[config.mk]
export PLATFORM = sky130hd
export DESIGN_NAME = keypad_scanner
export DESIGN_NICKNAME = d
export VERILOG_FILES = /design/src/rtl/keypad_scanner_pkg.sv /design/src/rtl/keypad_scanner_debounce_cell.sv /design/src/rtl/keypad_scanner.sv
export SDC_FILE = /design/constraint.sdc
export NUM_CORES = 1
export LEC_CHECK = 0
export ABC_AREA = 1
export CAP_MARGIN = 25
export CELL_PAD_IN_SITES_DETAIL_PLACEMENT = 1
export CELL_PAD_IN_SITES_GLOBAL_PLACEMENT = 2
export CORE_AREA = 8 8 163 165
export DETAILED_ROUTE_END_ITERATION = 8
export DIE_AREA = 0 0 171 173
export PLACE_DENSITY = 0.86
export SLEW_MARGIN = 40
export SYNTH_ARGS = -nofsm -noshare
export SYNTH_HDL_FRONTEND = slang
export SYNTH_SLANG_ARGS = --single-unit
export TNS_END_PERCENT = 50
[constraint.sdc]
create_clock -name Clk -period 2.5 [get_ports Clk]
set_input_delay 0.75 -clock Clk [delete_from_list [all_inputs] [get_ports Clk]]
set_output_delay 0.75 -clock Clk [all_outputs]
set_load 0.01 [all_outputs]
[src/rtl/keypad_scanner_pkg.sv]
// keypad_scanner_pkg
//   Shared constants for the lab-board key matrix scanner:
//   matrix geometry, scan FSM state encoding, button key indices,
//   and a lowest-set-bit helper used to produce key codes.
package keypad_scanner_pkg;

    localparam int KP_COLS = 4;
    localparam int KP_ROWS = 6;
    localparam int KP_KEYS = 24;

    typedef enum logic [1:0] {
        S_SETTLE = 2'd0,
        S_SAMPLE = 2'd1,
        S_UPDATE = 2'd2
    } scan_state_t;

    // Button keys occupy rows 4-5 of the matrix; A is the lowest index.
    typedef enum logic [4:0] {
        KEY_A = 5'd16,
        KEY_B = 5'd17,
        KEY_C = 5'd18,
        KEY_D = 5'd19,
        KEY_E = 5'd20,
        KEY_F = 5'd21,
        KEY_G = 5'd22,
        KEY_H = 5'd23
    } button_key_t;

    // Index of the lowest set bit; 0 when the mask is empty.
    function automatic logic [4:0] lowest_key(input logic [KP_KEYS-1:0] mask);
        logic [4:0] code;
        code = '0;
        for (int k = KP_KEYS - 1; k >= 0; k--) begin
            if (mask[k]) code = 5'(k);
        end
        return code;
    endfunction

endpackage

[src/rtl/keypad_scanner_debounce_cell.sv]
// key_debounce_cell
//   Debounces one matrix key. Evaluated once per scan frame (update=1);
//   a level change is accepted only after DEBOUNCE_FRAMES consecutive
//   frames disagree with the stable state.
// Ports
//   Clk     in   system clock
//   Reset   in   synchronous, active-high reset
//   update  in   one-cycle frame update strobe
//   raw     in   key level captured during the last frame (1 = pressed)
//   stable  out  debounced key level
//   rise    out  high in the update cycle that accepts a 0->1 change
module key_debounce_cell #(
    parameter int DEBOUNCE_FRAMES = 16,
    parameter int CNT_W           = 4
) (
    input  logic Clk,
    input  logic Reset,
    input  logic update,
    input  logic raw,
    output logic stable,
    output logic rise
);

    logic [CNT_W-1:0] cnt;
    logic             differs;
    logic             accept;

    assign differs = (raw != stable);
    assign accept  = update && differs && (cnt == CNT_W'(DEBOUNCE_FRAMES - 1));
    assign rise    = accept && raw;

    always_ff @(posedge Clk) begin
        if (Reset) begin
            cnt    <= '0;
            stable <= 1'b0;
        end else if (update) begin
            if (!differs) begin
                cnt <= '0;
            end else if (accept) begin
                stable <= raw;
                cnt    <= '0;
            end else begin
                cnt <= cnt + 1'b1;
            end
        end
    end

endmodule

[src/rtl/keypad_scanner.sv]
// keypad_scanner
//   Scans the 4-column x 6-row active-low key matrix, debounces every key
//   independently and presents the keypad (rows 0-3) and buttons A-H
//   (rows 4-5) words, plus a press strobe with the lowest new key code.
// Ports
//   Clk           in   system clock
//   Reset         in   synchronous, active-high reset
//   kp_row_n[5:0] in   matrix rows, active low, asynchronous
//   kp_col_n[3:0] out  column drive, active low, one column low outside reset
//   keypad[15:0]  out  debounced keypad, bit = row*4+col
//   buttons_AtoH  out  debounced buttons, bit0 = A
//   key_press     out  one-cycle pulse when any key is newly pressed
//   key_code[4:0] out  lowest newly pressed key index, valid with key_press
//   frame_tick    out  high in the UPDATE cycle of every frame
//
// state    | meaning
// ---------+--------------------------------------------------------------
// S_SETTLE | column driven, waiting SETTLE_CYCLES for rows to settle
// S_SAMPLE | capture the six synchronised rows for the current column
// S_UPDATE | end of frame: apply debounce to all keys, restart at col 0
module keypad_scanner
    import keypad_scanner_pkg::*;
#(
    parameter int SETTLE_CYCLES   = 2500,
    parameter int DEBOUNCE_FRAMES = 16,
    parameter int CNT_W           = 4
) (
    input  logic                Clk,
    input  logic                Reset,
    input  logic [KP_ROWS-1:0]  kp_row_n,
    output logic [KP_COLS-1:0]  kp_col_n,
    output logic [15:0]         keypad,
    output logic [7:0]          buttons_AtoH,
    output logic                key_press,
    output logic [4:0]          key_code,
    output logic                frame_tick
);

    localparam int SC_W = (SETTLE_CYCLES > 1) ? $clog2(SETTLE_CYCLES) : 1;
    localparam logic [SC_W-1:0] SETTLE_LAST = SC_W'(SETTLE_CYCLES - 1);

    scan_state_t        state, state_nxt;
    logic [1:0]         col, col_nxt;
    logic [SC_W-1:0]    settle_cnt, settle_nxt;
    logic               update;

    logic [KP_ROWS-1:0] row_meta;
    logic [KP_ROWS-1:0] row_sync;
    logic [KP_ROWS-1:0] row;
    logic [KP_KEYS-1:0] raw;
    logic [KP_KEYS-1:0] stable;
    logic [KP_KEYS-1:0] rise;

    // Rows are asynchronous to Clk; the settle time covers the sync latency.
    always_ff @(posedge Clk) begin
        row_meta <= kp_row_n;
        row_sync <= row_meta;
    end

    assign row = ~row_sync;

    always_ff @(posedge Clk) begin
        if (Reset) begin
            state      <= S_SETTLE;
            col        <= 2'd0;
            settle_cnt <= '0;
        end else begin
            state      <= state_nxt;
            col        <= col_nxt;
            settle_cnt <= settle_nxt;
        end
    end

    always_comb begin
        state_nxt  = state;
        col_nxt    = col;
        settle_nxt = settle_cnt;
        update     = 1'b0;
        case (state)
            S_SETTLE: begin
                if (settle_cnt == SETTLE_LAST) begin
                    state_nxt = S_SAMPLE;
                end else begin
                    settle_nxt = settle_cnt + 1'b1;
                end
            end
            S_SAMPLE: begin
                settle_nxt = '0;
                if (col == 2'd3) begin
                    state_nxt = S_UPDATE;
                end else begin
                    col_nxt   = col + 2'd1;
                    state_nxt = S_SETTLE;
                end
            end
            S_UPDATE: begin
                update    = 1'b1;
                col_nxt   = 2'd0;
                state_nxt = S_SETTLE;
            end
            default: begin
                state_nxt = S_SETTLE;
            end
        endcase
    end

    // Decoded straight from col so the column is released the moment Reset
    // is seen and exactly one column is low at all other times.
    always_comb begin
        kp_col_n = ~(4'b0001 << col);
        if (Reset) kp_col_n = 4'hF;
    end

    assign frame_tick = update;

    always_ff @(posedge Clk) begin
        if (Reset) begin
            raw <= '0;
        end else if (state == S_SAMPLE) begin
            for (int r = 0; r < KP_ROWS; r++) begin
                raw[r*KP_COLS + int'(col)] <= row[r];
            end
        end
    end

    for (genvar k = 0; k < KP_KEYS; k++) begin : g_key
        key_debounce_cell #(
            .DEBOUNCE_FRAMES (DEBOUNCE_FRAMES),
            .CNT_W           (CNT_W)
        ) u_cell (
            .Clk    (Clk),
            .Reset  (Reset),
            .update (update),
            .raw    (raw[k]),
            .stable (stable[k]),
            .rise   (rise[k])
        );
    end

    assign keypad       = stable[15:0];
    assign buttons_AtoH = stable[KEY_H:KEY_A];

    // rise is only ever set during UPDATE, so the strobe is one cycle wide
    // and lines up with the new stable image.
    always_ff @(posedge Clk) begin
        if (Reset) begin
            key_press <= 1'b0;
            key_code  <= '0;
        end else begin
            key_press <= |rise;
            if (|rise) key_code <= lowest_key(rise);
        end
    end

endmodule

# Word level (Yosys, flattened, before mapping)
# Index checks and enable logic that the tools add are counted.
dict set report word_totals {
  reg_bits 178
  in_bits 8
  n_memories 0
  romBits 0
  elab_cells 364
  ramBits 0
  latchBits 0
}
dict set report op_classes {
  muxes 99
  mul 0
  add_sub_neg 31
  bitwise 2
  n_eq_ne 55
  n_shift 1
  order_cmp 12
  n_reduce_logical 108
  div_mod_pow 0
}
# cell count
set ops {}
lappend ops {{$mux 4} 49}
lappend ops {{$bwmux 24} 6}
lappend ops {{$mux 5} 24}
lappend ops {{$add 4x1->4 const B} 24}
lappend ops {{$eq 4x4->1 const B} 24}
lappend ops {{$logic_and 1x1->1} 78}
lappend ops {{$reduce_and 3->1} 24}
lappend ops {{$demux 1 s5} 5}
lappend ops {{$ne 1x1->1} 24}
lappend ops {{$pmux 12 s2} 1}
lappend ops {{$reduce_or 24->1} 1}
lappend ops {{$add 12x1->12 const B} 1}
lappend ops {{$add 5x2->6 const A} 2}
lappend ops {{$eq 12x12->1 const B} 1}
lappend ops {{$ge 6x1->1 const B} 2}
lappend ops {{$lt 5x6->1 const B} 2}
lappend ops {{$lt 6x6->1 const B} 2}
lappend ops {{$mux 12} 1}
lappend ops {{$add 4x2->5 const A} 2}
lappend ops {{$ge 5x1->1 const B} 2}
lappend ops {{$pmux 2 s2} 2}
lappend ops {{$mux 1} 7}
lappend ops {{$lt 2x6->1 const B} 1}
lappend ops {{$lt 4x6->1 const B} 1}
lappend ops {{15 further kinds} 22}

# Longest topological paths before layout
dict set report logic_depth {
  word_depth 29
  ltp_mapped 29
  ltp_nobuf 29
}

# By module
# A second synthesis with hierarchy kept.
dict set report unflattened {
  cells_unflattened 1291
  area_unflattened_um2 9362.7
}
# module cells_per_inst area_per_inst_um2 seq_area_each_um2 n_inst
set modules_own_cells {}
lappend modules_own_cells {key_debounce_cell 40 289.0 100.1 24}
lappend modules_own_cells {keypad_scanner 331 2426.1 1161.1 1}

# Least setup slack after synthesis
# No wires, ideal clock.
dict set report synth_path {
  path_kind {reg-to-output}
  startpoint {register state[1]}
  endpoint {output port frame_tick}
  n_path_buf 4
  slack_ns 0.327
  stages_incl_launch_ff 7
  arrival_time_ns 1.423
  path_cell_list {dfxtp_1 inv_2 nor2_8 buf_6 buf_6 clkbuf_1 buf_1}
}
dict set report synth_via {
  elab_chain_cells 2
}
# item line_no
set synth_rtl {}
lappend synth_rtl {{from (decl)} keypad_scanner.sv:42} ;# scan_state_t state, state_nxt;
lappend synth_rtl {{from (signal assigned)} keypad_scanner.sv:68} ;# state <= state_nxt;
lappend synth_rtl {{$eq 2x2->1} keypad_scanner.sv:79} ;# case (state)
lappend synth_rtl {{$mux 1} keypad_scanner.sv:79}
lappend synth_rtl {{to (decl)} keypad_scanner.sv:36} ;# output logic frame_tick
# No other way between the ends.

# Worst setup path in the final report
dict set report layout_path {
  startpoint {input port Reset}
  endpoint {output port kp_col_n[3]}
}
dict set report layout_via {
  elab_chain_cells 1
}
# item line_no
set layout_rtl {}
lappend layout_rtl {{from (decl)} keypad_scanner.sv:29} ;# input logic Reset,
lappend layout_rtl {{$mux 4} keypad_scanner.sv:111} ;# if (Reset) kp_col_n = 4'hF;
lappend layout_rtl {{to (decl)} keypad_scanner.sv:31} ;# output logic [KP_COLS-1:0] kp_col_n,
# No other way between the ends.

==> flow_summary.json <==
{
  "max_freq_mhz": 412.9,
  "ant_nets": 0,
  "nets": 1191,
  "grt_pass1_vias": 7414,
  "drtPass1Iterations": 4,
  "fin_crit_ns": 2.422,
  "crit_path_max_fanout": 5,
  "die-area_sq_um": 29580,
  "min_path_type": "reg2reg",
  "max_slew_margin_pct": 53.31,
  "pwr_density_cell_nw_per_um2": 575.8,
  "seq_area_frac_synth_pct": 43.41,
  "cp_top_family": "buffers and inverters",
  "pre_cts_ws_ns": 0.04263,
  "synth_area_sq_um": 8209,
  "num_rows": 57,
  "fin_crit_sh_pct": 96.87,
  "grt_max_degree": 62,
  "min_from": "row_meta[0]",
  "ys_ff_latch": 178,
  "max-vdd-ir-drop_mv": 0.3241,
  "drive_above_1_share_pct": 8.912,
  "cts_buffers": 17,
  "cts_tree": "built",
  "clk_latency_ns": 0.44,
  "ys_warn_count": 0,
  "ctsLongestPathBuffers": 2,
  "crit_start": "Reset",
  "regArea_sq_um": 3585,
  "route.detailed.drc": 0,
  "clock_skew_ns": 0.009592,
  "vias_per_cell": 4.850,
  "grt_pass1_wl_mm": 36.92,
  "start_util_pct": 34.26,
  "met1_usage_pct": 18.88,
  "grt_use_met2_pct": 26.01,
  "dr_total_vias": 7231,
  "grt-busiest-layer": "met2",
  "finalSetupViolCount": 0,
  "worstSetupPathType": "in2out",
  "coreArea_sq_um": 23960,
  "synth_area_per_cell_sq_um": 7.356,
  "cts_root_buffer": "clkbuf_16",
  "path_cells": "buf_4, inv_1, nand2_1, clkdlybuf4s50_1",
  "max_cap_viol_count": 0,
  "hold_depth": 0,
  "arrival_ns": 1.67,
  "track_usage_pct": 15.44,
  "htreeDepth": 4,
  "chipHeight_um": 173,
  "cts-hold-fix-buffers": 0,
  "rrSetupSlack_ns": 0.15,
  "fin_util_pct": 40.43,
  "multi_input_area_sq_um": 4084,
  "syn_inst": 1116,
  "die_x_um": 171,
  "worst_hold_path.endpoint": "row_sync[0]",
  "leakage_nw": 3.793,
  "synth.area.top_cells": "dfxtp_1 43%, nand2_1 15%, a21oi_1 8.6%, xor2_1 5.1%, ha_1 4.4%",
  "yosysTopAreaCellShare_pct": 43.41,
  "wl_per_cell_um": 14.98,
  "dp_hpwl_mm": 15.57,
  "gr-total-overflow": 0,
  "rsz0062_at_grt": "true",
  "crit_path_max_incr_delay_ns": 0.50,
  "final_common_cell": "nand2_1",
  "first_iter_violations": 332,
  "syn_to_final_growth_pct": 18.03,
  "grt_antenna_before_repair": 0,
  "yosysTopAreaCell": "dfxtp_1",
  "r2r-end": "key_code[1]",
  "placement.io_buffers": 42,
  "critPathBufInv": 3,
  "setup_ws_ns": 0.07825,
  "antenna_cells": 0,
  "path_clk_slew_ns": 0.07,
  "design_area_sq_um": 9689,
  "crit_slowest_cell": "clkdlybuf4s50_1",
  "place.gp.congestion": 0.8319,
  "clock-sinks": 178,
  "hold_viol": 0,
  "dpl_cell_area_sq_um": 8900,
  "syn_nets": 1153,
  "regToRegStartpoint": "state[1]",
  "power_mw": 5.579,
  "slew_violations": 0,
  "grt_use_met3_pct": 3.462,
  "layout_common_cells": "328 x nand2_1, 169 x dfxtp_1, 141 x a21oi_1, 82 x nor2_1, 71 x inv_1",
  "yosysUniqueCellTypes": 38,
  "start_kind": "primary input",
  "worst_slew_pin_slew_ns": 0.7003,
  "cp.required_ns": 1.75,
  "status": "finished clean",
  "setup_tns_ns": 0,
  "wl_mm": 22.34,
  "cp-end-kind": "output pin",
  "rr_worst_depth": 16,
  "io_pins": 43,
  "nFillCells": 3013
}
-- through the flow --
stage / cells / hold WS, ns
after floorplan: 1116 / 0.3096
after global placement: 1449 / 0.3101
after detailed placement: 1449 / 0.3172
after CTS: 1484 / 0.3339
after global routing: 1491 / 0.3351
final: 1491 / 0.3317
-- routing by layer --
layer | part of all wire, % | up-vias | wire length [um]
met2 | 48 | 74 | 10800
met4 | 2.2 | 0 | 502
met5 | 0 | - | 0
li1 | - | 3702 | -
met1 | 46 | 3426 | 10350
met3 | 3.1 | 29 | 690
-- flip-flops by register name, summed over array words and instances, names as in the netlist --
signal               flops
raw                     24
col                      2
g_key.u_cell.stable     24
key_press                1
settle_cnt              12
g_key.u_cell.cnt        96
state                    2
row_meta                 6
key_code                 5
row_sync                 6
-- area by class of cell --
cell class                 count  share of cell area, %
sequential                   178                  37.00
tap                          324                  4.184
clock inverter                 9                  1.111
clock buffer                  23                  4.726
multi-input combinational    799                  42.15
timing repair buffer          80                  7.709
inverter                      78                  3.125
-- logic make-up after synthesis --
logic type                 synth area share, %
xor gates and xnor gates                 5.121
AOI/OAI and AO/OA                        13.26
buffers and inverters                    7.834
and+or+nand+nor                          25.96
DFF                                      43.41
adders and majority gates                4.420
-- worst max path at each step --
stage,end,cells after the start
2_1_floorplan,frame_tick,6
3_3_place_gp,kp_col_n[3],4
3_5_place_dp,key_code[1],14
4_1_cts,kp_col_n[0],4
5_1_grt,key_code[0],28
6_report,kp_col_n[3],4
-- what timing repair did --
action                     4_1_cts  5_1_grt
gates cloned                     0        1
pin swaps                        1        8
resized for setup                6       36
setup buffers                    3        6
setup endpoints to repair        4        6
-- cell usage after synthesis, drive strengths merged --
| cell | instances |
|---|---|
| ha | 29 |
| a31oi | 1 |
| a22oi | 4 |
| nor3 | 7 |
| o21ai | 44 |
| o211ai | 2 |
| and2 | 1 |
| and3 | 1 |
| clkinv | 3 |
| o221ai | 1 |
| a32o | 1 |
| nand4 | 5 |
| dfxtp | 178 |
| inv | 75 |
| nand3b | 1 |
| buf | 33 |
| xor2 | 48 |
| o31ai | 1 |
| clkbuf | 28 |
| nor4 | 2 |
| nor2 | 92 |
| nand2 | 332 |
| nor3b | 1 |
| nand3 | 74 |
| a311oi | 1 |
| a211oi | 9 |
| a21oi | 142 |
-- worst register-to-register path: stages, from the launching register on --
cell	delay [ns]
dfxtp_4	0.36
inv_4	0.08
nor2_8	0.05
clkbuf_16	0.16
buf_4	0.17
buf_4	0.16
nand2_1	0.08
inv_1	0.08
nand3_1	0.16
nand2_1	0.11
nor2_1	0.16
nand2_1	0.10
nor2_2	0.12
a21oi_2	0.08
and2_4	0.18
o211ai_1	0.09
nand2_1	0.08
-- where the power goes --
part / switching, mW / internal (mW)
Combinational: 0.0626 / 0.0205
Clock: 1.15 / 1.50
Sequential: 0.00727 / 2.84
Total: 1.22 / 4.36
Power figures use the tool's default switching activity.
